File: src/rtl/npc_pkg.sv
// Shared types, switch patterns and state decoder for the NPC gate generator.
package npc_pkg;

    typedef enum logic [1:0] {
        LVL_N   = 2'd0,
        LVL_O   = 2'd1,
        LVL_P   = 2'd2,
        LVL_OFF = 2'd3
    } level_e;

    typedef struct packed {
        level_e a;
        level_e b;
        level_e c;
    } leg_levels_t;

    // Gate patterns, bit3=S1 (outer top) .. bit0=S4 (outer bottom)
    localparam logic [3:0] PAT_P        = 4'b1100;
    localparam logic [3:0] PAT_O        = 4'b0110;
    localparam logic [3:0] PAT_N        = 4'b0011;
    localparam logic [3:0] PAT_OFF      = 4'b0000;
    localparam logic [3:0] PAT_BLANK_PO = 4'b0100;  // between P and O, only S2 on
    localparam logic [3:0] PAT_BLANK_ON = 4'b0010;  // between O and N, only S3 on

    localparam int DT_CYCLES_DEF = 2;

    // Highest valid switching-state index (PPP)
    localparam logic [4:0] STATE_MAX = 5'd26;

    function automatic logic [3:0] level_pattern(input level_e lvl);
        case (lvl)
            LVL_P:   return PAT_P;
            LVL_O:   return PAT_O;
            LVL_N:   return PAT_N;
            default: return PAT_OFF;
        endcase
    endfunction

    // state = 9*La + 3*Lb + Lc, done with compares instead of dividers
    function automatic leg_levels_t decode_state(input logic [4:0] s);
        leg_levels_t d;
        logic [1:0]  la;
        logic [1:0]  lb;
        logic [4:0]  rem;
        if (s >= 5'd18)      la = 2'd2;
        else if (s >= 5'd9)  la = 2'd1;
        else                 la = 2'd0;
        rem = s - 5'(la) * 5'd9;
        if (rem >= 5'd6)     lb = 2'd2;
        else if (rem >= 5'd3) lb = 2'd1;
        else                 lb = 2'd0;
        d.a = level_e'(la);
        d.b = level_e'(lb);
        d.c = level_e'(2'(rem - 5'(lb) * 5'd3));
        return d;
    endfunction

endpackage

File: src/rtl/npc_leg.sv
// One NPC leg: level FSM with dead-time blanking, adjacent-level steps only.
import npc_pkg::*;

module npc_leg #(
    parameter int DT_CYCLES = DT_CYCLES_DEF
) (
    input  logic       clk,
    input  logic       rst,
    input  level_e     target,
    output logic [3:0] gate
);

    localparam int CW = (DT_CYCLES > 1) ? $clog2(DT_CYCLES) : 1;
    localparam logic [CW-1:0] CNT_LOAD = CW'(DT_CYCLES - 1);

    localparam logic [2:0] ST_OFF   = 3'd0;
    localparam logic [2:0] ST_P     = 3'd1;
    localparam logic [2:0] ST_O     = 3'd2;
    localparam logic [2:0] ST_N     = 3'd3;
    localparam logic [2:0] ST_BLANK = 3'd4;

    logic [2:0]    st_reg,   st_next;
    logic [CW-1:0] cnt_reg,  cnt_next;
    level_e        dest_reg, dest_next;
    logic [3:0]    gate_reg, gate_next;

    // Next state; the gate pattern is computed alongside so it is registered with the state
    always_comb begin
        st_next   = st_reg;
        cnt_next  = cnt_reg;
        dest_next = dest_reg;
        gate_next = gate_reg;
        case (st_reg)
            ST_OFF: begin
                // Post-reset wait, then always enter at O and step from there
                if (cnt_reg == '0) begin
                    st_next   = ST_O;
                    gate_next = PAT_O;
                end else begin
                    cnt_next = cnt_reg - CW'(1);
                end
            end
            ST_P: begin
                if (target == LVL_O || target == LVL_N) begin
                    st_next   = ST_BLANK;
                    dest_next = LVL_O;
                    cnt_next  = CNT_LOAD;
                    gate_next = PAT_BLANK_PO;
                end
            end
            ST_N: begin
                if (target == LVL_O || target == LVL_P) begin
                    st_next   = ST_BLANK;
                    dest_next = LVL_O;
                    cnt_next  = CNT_LOAD;
                    gate_next = PAT_BLANK_ON;
                end
            end
            ST_O: begin
                if (target == LVL_P) begin
                    st_next   = ST_BLANK;
                    dest_next = LVL_P;
                    cnt_next  = CNT_LOAD;
                    gate_next = PAT_BLANK_PO;
                end else if (target == LVL_N) begin
                    st_next   = ST_BLANK;
                    dest_next = LVL_N;
                    cnt_next  = CNT_LOAD;
                    gate_next = PAT_BLANK_ON;
                end
            end
            ST_BLANK: begin
                // Target is ignored here: the step in progress always completes
                if (cnt_reg == '0) begin
                    gate_next = level_pattern(dest_reg);
                    case (dest_reg)
                        LVL_P:   st_next = ST_P;
                        LVL_N:   st_next = ST_N;
                        default: st_next = ST_O;
                    endcase
                end else begin
                    cnt_next = cnt_reg - CW'(1);
                end
            end
            default: begin
                st_next   = ST_OFF;
                cnt_next  = CNT_LOAD;
                gate_next = PAT_OFF;
            end
        endcase
    end

    // State registers; reset forces all switches off at once
    always_ff @(posedge clk or posedge rst) begin
        if (rst) begin
            st_reg   <= ST_OFF;
            cnt_reg  <= CNT_LOAD;
            dest_reg <= LVL_O;
            gate_reg <= PAT_OFF;
        end else begin
            st_reg   <= st_next;
            cnt_reg  <= cnt_next;
            dest_reg <= dest_next;
            gate_reg <= gate_next;
        end
    end

    assign gate = gate_reg;

endmodule

File: src/rtl/npc_deadtime.sv
// Three-level NPC gate generator: registers the state index, decodes it, drives three legs.
import npc_pkg::*;

module npc_deadtime #(
    parameter int DT_CYCLES = DT_CYCLES_DEF
) (
    input  logic       clk,
    input  logic       rst,
    input  logic [4:0] state,
    output logic [3:0] out_a,
    output logic [3:0] out_b,
    output logic [3:0] out_c
);

    logic [4:0]  state_q;
    leg_levels_t lvls;
    level_e      leg_tgt  [3];
    logic [3:0]  leg_gate [3];

    // Capture only valid codes, so an invalid index leaves every leg's target untouched
    always_ff @(posedge clk or posedge rst) begin
        if (rst) begin
            state_q <= 5'd13;
        end else if (state <= STATE_MAX) begin
            state_q <= state;
        end
    end

    assign lvls       = decode_state(state_q);
    assign leg_tgt[0] = lvls.a;
    assign leg_tgt[1] = lvls.b;
    assign leg_tgt[2] = lvls.c;

    for (genvar gi = 0; gi < 3; gi++) begin : g_leg
        npc_leg #(
            .DT_CYCLES (DT_CYCLES)
        ) u_leg (
            .clk    (clk),
            .rst    (rst),
            .target (leg_tgt[gi]),
            .gate   (leg_gate[gi])
        );
    end

    assign out_a = leg_gate[0];
    assign out_b = leg_gate[1];
    assign out_c = leg_gate[2];

endmodule

File: config.mk
export PLATFORM = sky130hd
export DESIGN_NAME = npc_deadtime
export DESIGN_NICKNAME = d
export VERILOG_FILES = /design/src/rtl/npc_pkg.sv /design/src/rtl/npc_leg.sv /design/src/rtl/npc_deadtime.sv
export SDC_FILE = /design/constraint.sdc
export NUM_CORES = 1
export LEC_CHECK = 0
export ABC_AREA = 1
export CAP_MARGIN = 25
export CELL_PAD_IN_SITES_DETAIL_PLACEMENT = 1
export CELL_PAD_IN_SITES_GLOBAL_PLACEMENT = 1
export CORE_ASPECT_RATIO = 2
export CORE_UTILIZATION = 40
export DETAILED_ROUTE_END_ITERATION = 6
export GPL_TIMING_DRIVEN = 1
export MAX_ROUTING_LAYER = met4
export PLACE_DENSITY_LB_ADDON = 0.1
export SYNTH_ARGS = -nofsm -noshare
export SYNTH_HDL_FRONTEND = slang
export SYNTH_HIERARCHICAL = 1
export SYNTH_SLANG_ARGS = --single-unit
export TNS_END_PERCENT = 5
File: constraint.sdc
create_clock -name clk -period 4.95 [get_ports clk]
set_input_delay 1.2375 -clock clk [delete_from_list [all_inputs] [get_ports clk]]
set_output_delay 1.2375 -clock clk [all_outputs]
set_load 0.02 [all_outputs]
==> metrics.txt, run 1 <==
status finished, final reports clean; Yosys reg bits 35; post-synthesis sequential area ratio 33.33%; CTS H-tree lvls 2; clock latency on the worst-skew pair 0.28 ns; RSZ-0062 raised after global routing no; setup bufs post-CTS 0; Initial DRC Count 70; Crit Path Class reg -> reg; Comb pwr share 56.1%; Mapped Cells 344; max FFs per register 12; relative slew slack 71.22%; Max-cap violations 0; vias in the first global route 2466; part of the power in the clock network 17.2%; syn avg cell area 7.736 um2; Pre-antenna DRT Iters 4; power density over cell area 671.5 mW/mm2; # rows 41; routed len/inst 14.80 um; die footprint 0.007003 mm2; Final Skew 0.006022 ns; Final min period 4.347 ns; Net Sw Power 984.0 uW; Yosys cell types 29; Crit path largest cell delay 0.47 ns; cts hold-fix bufs 0; Int Pwr 1.107 mW; IO buf count 18; Synthesis Warnings 6; Leakage 1.678 nW; nature of the critical path endpoint register; Final setup violation count 0; share of layout cells above drive strength 1 18.70%; final hold vios 0; via count 2242; drc violations 0; Layout area overhead 17.02%; cell family with most CP delay simple AND/OR/NAND/NOR gates; area leader, netlist dfrtp_1; diodes inserted 0; TritonCTS Buffers 5; Max Clk Rate 230.1 MHz; Longest Clk Path Bufs 2; Slew @ Worst Pin 0.4313 ns; Buf/Inv on CP 6; Mapped Area 0.002661 mm2; top cells by area, synth dfrtp_1 24%, ha_1 14%, nand2_1 11%; Setup TNS 0 ns; hpwl dp 5511 um; CTS tree built; hold depth 2; Ports 19; final worst path period share 87.81%; pin count of the biggest net entering global routing 13; gr ovfl total 0; Clock Tree Root clkbuf_16; Crit-path slowest cell dfrtp_1; CP Max Fanout 6; Sw Ratio 47.05%; syn nets 381; drt total wl 6733 um; final layout net count 405; top-area cell type share of the netlist area 24.45%; Initial Util 41.84%; height of the die 117.4 um; post-route cell area 0.003114 mm2; Reg2Reg Setup Slack 0.60 ns; WP depth 27; worst min-delay path class reg -> reg; PostCTS Resize Cnt 0; R2R depth 27; Worst Path Arrival 4.52 ns; Worst-path clk slew 0.06 ns; Total Routing Usage GR 22.41%; Final ANT Viol Nets 0; Worst VDD drop 276.1 uV; Startpoint Class register; initial antenna violation count 0; core area 0.006361 mm2; RePlAce Congestion 0.8012; share of power burned in registers 26.7%; DIE WIDTH 59.68 um; final slew viol count 0; WP data required 5.12 ns; Placed Area 0.002945 mm2; first-pass GRT wire length 11430 um; clock sink count 35; via/cell ratio 4.927
## worst paths after layout
kind                                                   startpoint                                endpoint
min                        g_leg[1].u_leg/dest_reg[0]$_DFFE_PP1P_  g_leg[1].u_leg/dest_reg[0]$_DFFE_PP1P_
max                                        state_q[1]$_DFFE_PP0P_      g_leg[2].u_leg/gate[0]$_DFFE_PP0P_
min reg2reg                g_leg[1].u_leg/dest_reg[0]$_DFFE_PP1P_  g_leg[1].u_leg/dest_reg[0]$_DFFE_PP1P_
max in group asynchronous                                     rst      g_leg[2].u_leg/cnt_reg$_DFFE_PP1P_
min in group asynchronous                                     rst                  state_q[1]$_DFFE_PP0P_
max reg2reg                                state_q[1]$_DFFE_PP0P_      g_leg[2].u_leg/gate[0]$_DFFE_PP0P_
## per-layer routing
| layer | vias up | track usage (%) | wire length (um) |
|---|---|---|---|
| met1 | 1107 | 19.27 | 2186 |
| met2 | 16 | 44.65 | 4315 |
| met4 | 0 | 7.849 | 148 |
| li1 | 1108 | - | - |
| met5 | - | - | 0 |
| met3 | 11 | 3.087 | 84 |
## power by group through the flow
stage	Combinational (mW)	Sequential, mW	Clock (mW)
after detailed placement	1.18	0.561	0
final	1.17	0.558	0.361
after floorplan	0.807	0.581	0
after global placement	1.15	0.558	0
after CTS	1.20	0.559	0.370
after global routing	1.32	0.576	0.380
## cell type report
class / instances / area (um2)
inverters: 67 / 251.5
multi-input cells: 241 / 1519
flip-flops and latches: 35 / 887.1
fillers: 819 / 3247
repair buffers: 18 / 180.2
well taps: 86 / 107.6
clock inverters: 3 / 43.79
clock buffers: 5 / 125.1
## cells in the final DEF, fill, tap and decap left out, drive strengths merged, types with 2 or more instances in the layout
| cell type | instances |
|---|---|
| nand3 | 40 |
| clkdlybuf4s50 | 18 |
| nand2 | 91 |
| inv | 67 |
| nor3 | 2 |
| xor2 | 2 |
| o21ai | 15 |
| a31oi | 3 |
| ha | 29 |
| clkinv | 2 |
| nand3b | 2 |
| dfstp | 9 |
| a21oi | 4 |
| and2 | 6 |
| clkbuf | 5 |
| dfrtp | 26 |
| nor2 | 40 |
| nand4 | 3 |
## synth_stat cells
cell type	instances
a31oi_1	3
nand2_1	79
nor2_2	5
nand3_2	6
o21ai_1	6
a21o_1	1
nand4_1	3
fa_1	1
nand2_4	3
inv_1	55
and2_4	6
nand3_4	2
nor2_8	2
nor2_4	6
xor2_1	2
mux2_2	1
nor3_1	2
inv_2	12
o21a_1	1
dfstp_2	9
o21ai_0	9
dfrtp_1	26
clkbuf_1	1
nand3b_1	2
ha_1	29
a21oi_1	4
nand3_1	32
nand2_2	9
nor2_1	27
## through the flow
stage | hold slack (ns) | total power, mW | cells | worst slack (ns) | utilization (%)
after floorplan | 0.4515 | 1.389 | 344 | 1.261 | -
after global placement | 0.4651 | 1.709 | 447 | 0.8082 | 46.30
after detailed placement | 0.4678 | 1.741 | 447 | 0.5445 | 46.30
after CTS | 0.4779 | 2.127 | 455 | 0.5103 | 48.96
after global routing | 0.5019 | 2.281 | 455 | 0.1632 | 48.96
final | 0.4760 | 2.091 | 455 | 0.6035 | 48.96
## worst min-delay path, stage by stage (launching register included)
cell and delay, ns:
dfstp_2 0.38, nand2_1 0.06, nand2_1 0.04
## logic make-up after synthesis
kind of cell	synth area share, %
AO/OA/AOI/OAI	4.843
XOR/XNOR	0.6583
adder cells (fa/ha/maj)	14.39
buffers and inverters	9.591
flip-flops	33.33
multiplexers	0.4231
AND/OR/NAND/NOR	36.76
Power figures use the tool's default switching activity.
==> run 2, diff against run 1 <==
- GPL_TIMING_DRIVEN: 1 -> 0
==> run 2 against run 1 <==
  * Register-to-register slack got worse by 0.09 ns
  * Maximum frequency shrank 2.0%
  * Sequential share of layout area about the same
  * Final cell count is 0.22% higher
  * Utilization increased by 0.059 points
  * Critical path depth is 1 lower
  * Global-route usage is essentially flat
  * Largest power group unchanged
==> metrics.txt, run 2 (same netlist as run 1, synthesis figures left out) <==
final hold vios 0; Crit Path Class reg -> reg; Leakage 1.679 nW; Worst Path Arrival 4.61 ns; Crit path largest cell delay 0.57 ns; DIE WIDTH 59.68 um; height of the die 117.4 um; drt total wl 6425 um; final core area utilization 49.02%; IO buf count 18; WP data required 5.13 ns; Setup TNS 0 ns; Storage cell area 887.1 um2; clock sink count 35; Buf/Inv on CP 5; post-route cell area 0.003118 mm2; Slew @ Worst Pin 0.4540 ns; drc violations 0; final worst path period share 89.60%; Longest Clk Path Bufs 2; Initial DRC Count 71; Most Frequent Cell on Critical Path inv_1; Final min period 4.435 ns; gr ovfl total 0; routed len/inst 14.09 um; # rows 41; initial antenna violation count 0; worst min-delay path class reg -> reg; vias in the first global route 2504; Worst VDD drop 329.1 uV; cell family with most CP delay compound AO/OA/AOI/OAI gates; via count 2244; first-pass GRT wire length 11360 um; diodes inserted 0; most common cell after layout, fill and taps aside nand2_1; Placed Area 0.002949 mm2; clock latency on the worst-skew pair 0.29 ns; final layout net count 406; PostCTS Resize Cnt 0; Final ANT Viol Nets 0; Clock Tree Root clkbuf_16; cts hold-fix bufs 0; relative slew slack 69.70%; final slew viol count 0; CP Max Fanout 7; worst slack, placed 0.5066 ns; pin count of the biggest net entering global routing 13; final setup margin 0.5147 ns; status finished, final reports clean; non-filler cells, final 456; Total Routing Usage GR 22.38%; Final setup violation count 0; Final Skew 0.005471 ns; Max Clk Rate 225.5 MHz; CTS tree built; hpwl dp 5338 um; Layout area overhead 17.16%; # fillers 833; power density over cell area 668.6 mW/mm2; Worst-path clk slew 0.06 ns; via/cell ratio 4.921; nature of the critical path endpoint register; CTS H-tree lvls 2; setup bufs post-CTS 0; core area 0.006361 mm2; share of layout cells above drive strength 1 18.65%; Ports 19; max FFs per register 12; multi-input logic area 0.001519 mm2; die footprint 0.007003 mm2; Pre-antenna DRT Iters 4; Crit-path slowest cell dfstp_2; most frequent cells in the layout 79 x nand2_1, 55 x inv_1, 32 x nand3_1; Initial Util 41.84%; Startpoint Class register; Max-cap violations 0; RePlAce Congestion 0.7913; placed cell count 448; TritonCTS Buffers 5; RSZ-0062 raised after global routing no
## run 2: path summary, 6_finish.rpt
kind                                                         from                                endpoint  slack [ns]  depth (start not counted)
min reg2reg                g_leg[1].u_leg/dest_reg[0]$_DFFE_PP1P_  g_leg[1].u_leg/dest_reg[0]$_DFFE_PP1P_        0.47                          2
max reg2reg                                state_q[2]$_DFFE_PP1P_      g_leg[2].u_leg/gate[0]$_DFFE_PP0P_        0.51                         26
max                                        state_q[2]$_DFFE_PP1P_      g_leg[2].u_leg/gate[0]$_DFFE_PP0P_        0.51                         26
min in group asynchronous                                     rst                  state_q[1]$_DFFE_PP0P_        1.27                          2
min                        g_leg[1].u_leg/dest_reg[0]$_DFFE_PP1P_  g_leg[1].u_leg/dest_reg[0]$_DFFE_PP1P_        0.47                          2
max in group asynchronous                                     rst      g_leg[0].u_leg/cnt_reg$_DFFE_PP1P_        3.23                          2
## run 2: per-stage QoR
| stage | hold WS [ns] | total power, mW |
|---|---|---|
| global route | 0.5016 | 2.289 |
| finish | 0.4738 | 2.085 |
| floorplan | 0.4515 | 1.389 |
| detailed placement | 0.4696 | 1.733 |
| CTS | 0.4798 | 2.121 |
| global placement | 0.4642 | 1.698 |
## run 2: area by class of cell
type | count | share of cell area [%]
timing repair buffer | 18 | 5.778
sequential | 35 | 28.45
multi-input combinational | 241 | 48.72
clock buffer | 5 | 4.013
clock inverter | 3 | 1.404
inverter | 67 | 8.066
tap | 86 | 3.451
buffer | 1 | 0.1204
## run 2: per-layer routing
layer  global-route usage [%]  vias up  part of all wire [%]
li1                         -     1115                     -
met1                    19.17     1111                    32
met2                    44.10       10                    65
met3                    3.638        8                   1.4
met4                    8.285        0                   1.8
met5                        -        -                     0
## run 2: worst reg2reg max path, stage by stage, from the launching register on
cell	delay, ns
dfstp_2	0.57
nor2_1	0.08
a21oi_1	0.31
inv_1	0.16
o21a_1	0.21
ha_1	0.33
inv_1	0.05
ha_1	0.17
o21ai_0	0.24
a21oi_1	0.15
nor2_4	0.14
nand2_2	0.08
a21oi_1	0.26
ha_1	0.21
xor2_1	0.18
inv_1	0.06
nand3_1	0.08
nand2_1	0.07
inv_1	0.08
inv_1	0.06
ha_1	0.20
nor2_1	0.15
nand3_2	0.15
nand2_2	0.13
nor2_4	0.06
nand3_1	0.09
nand2_1	0.06
## run 2: power by group
group	switching [mW]	total (mW)	internal [mW]
Combinational	0.722	1.16	0.441
Clock	0.132	0.370	0.237
Sequential	0.121	0.551	0.430
Total	0.976	2.08	1.11
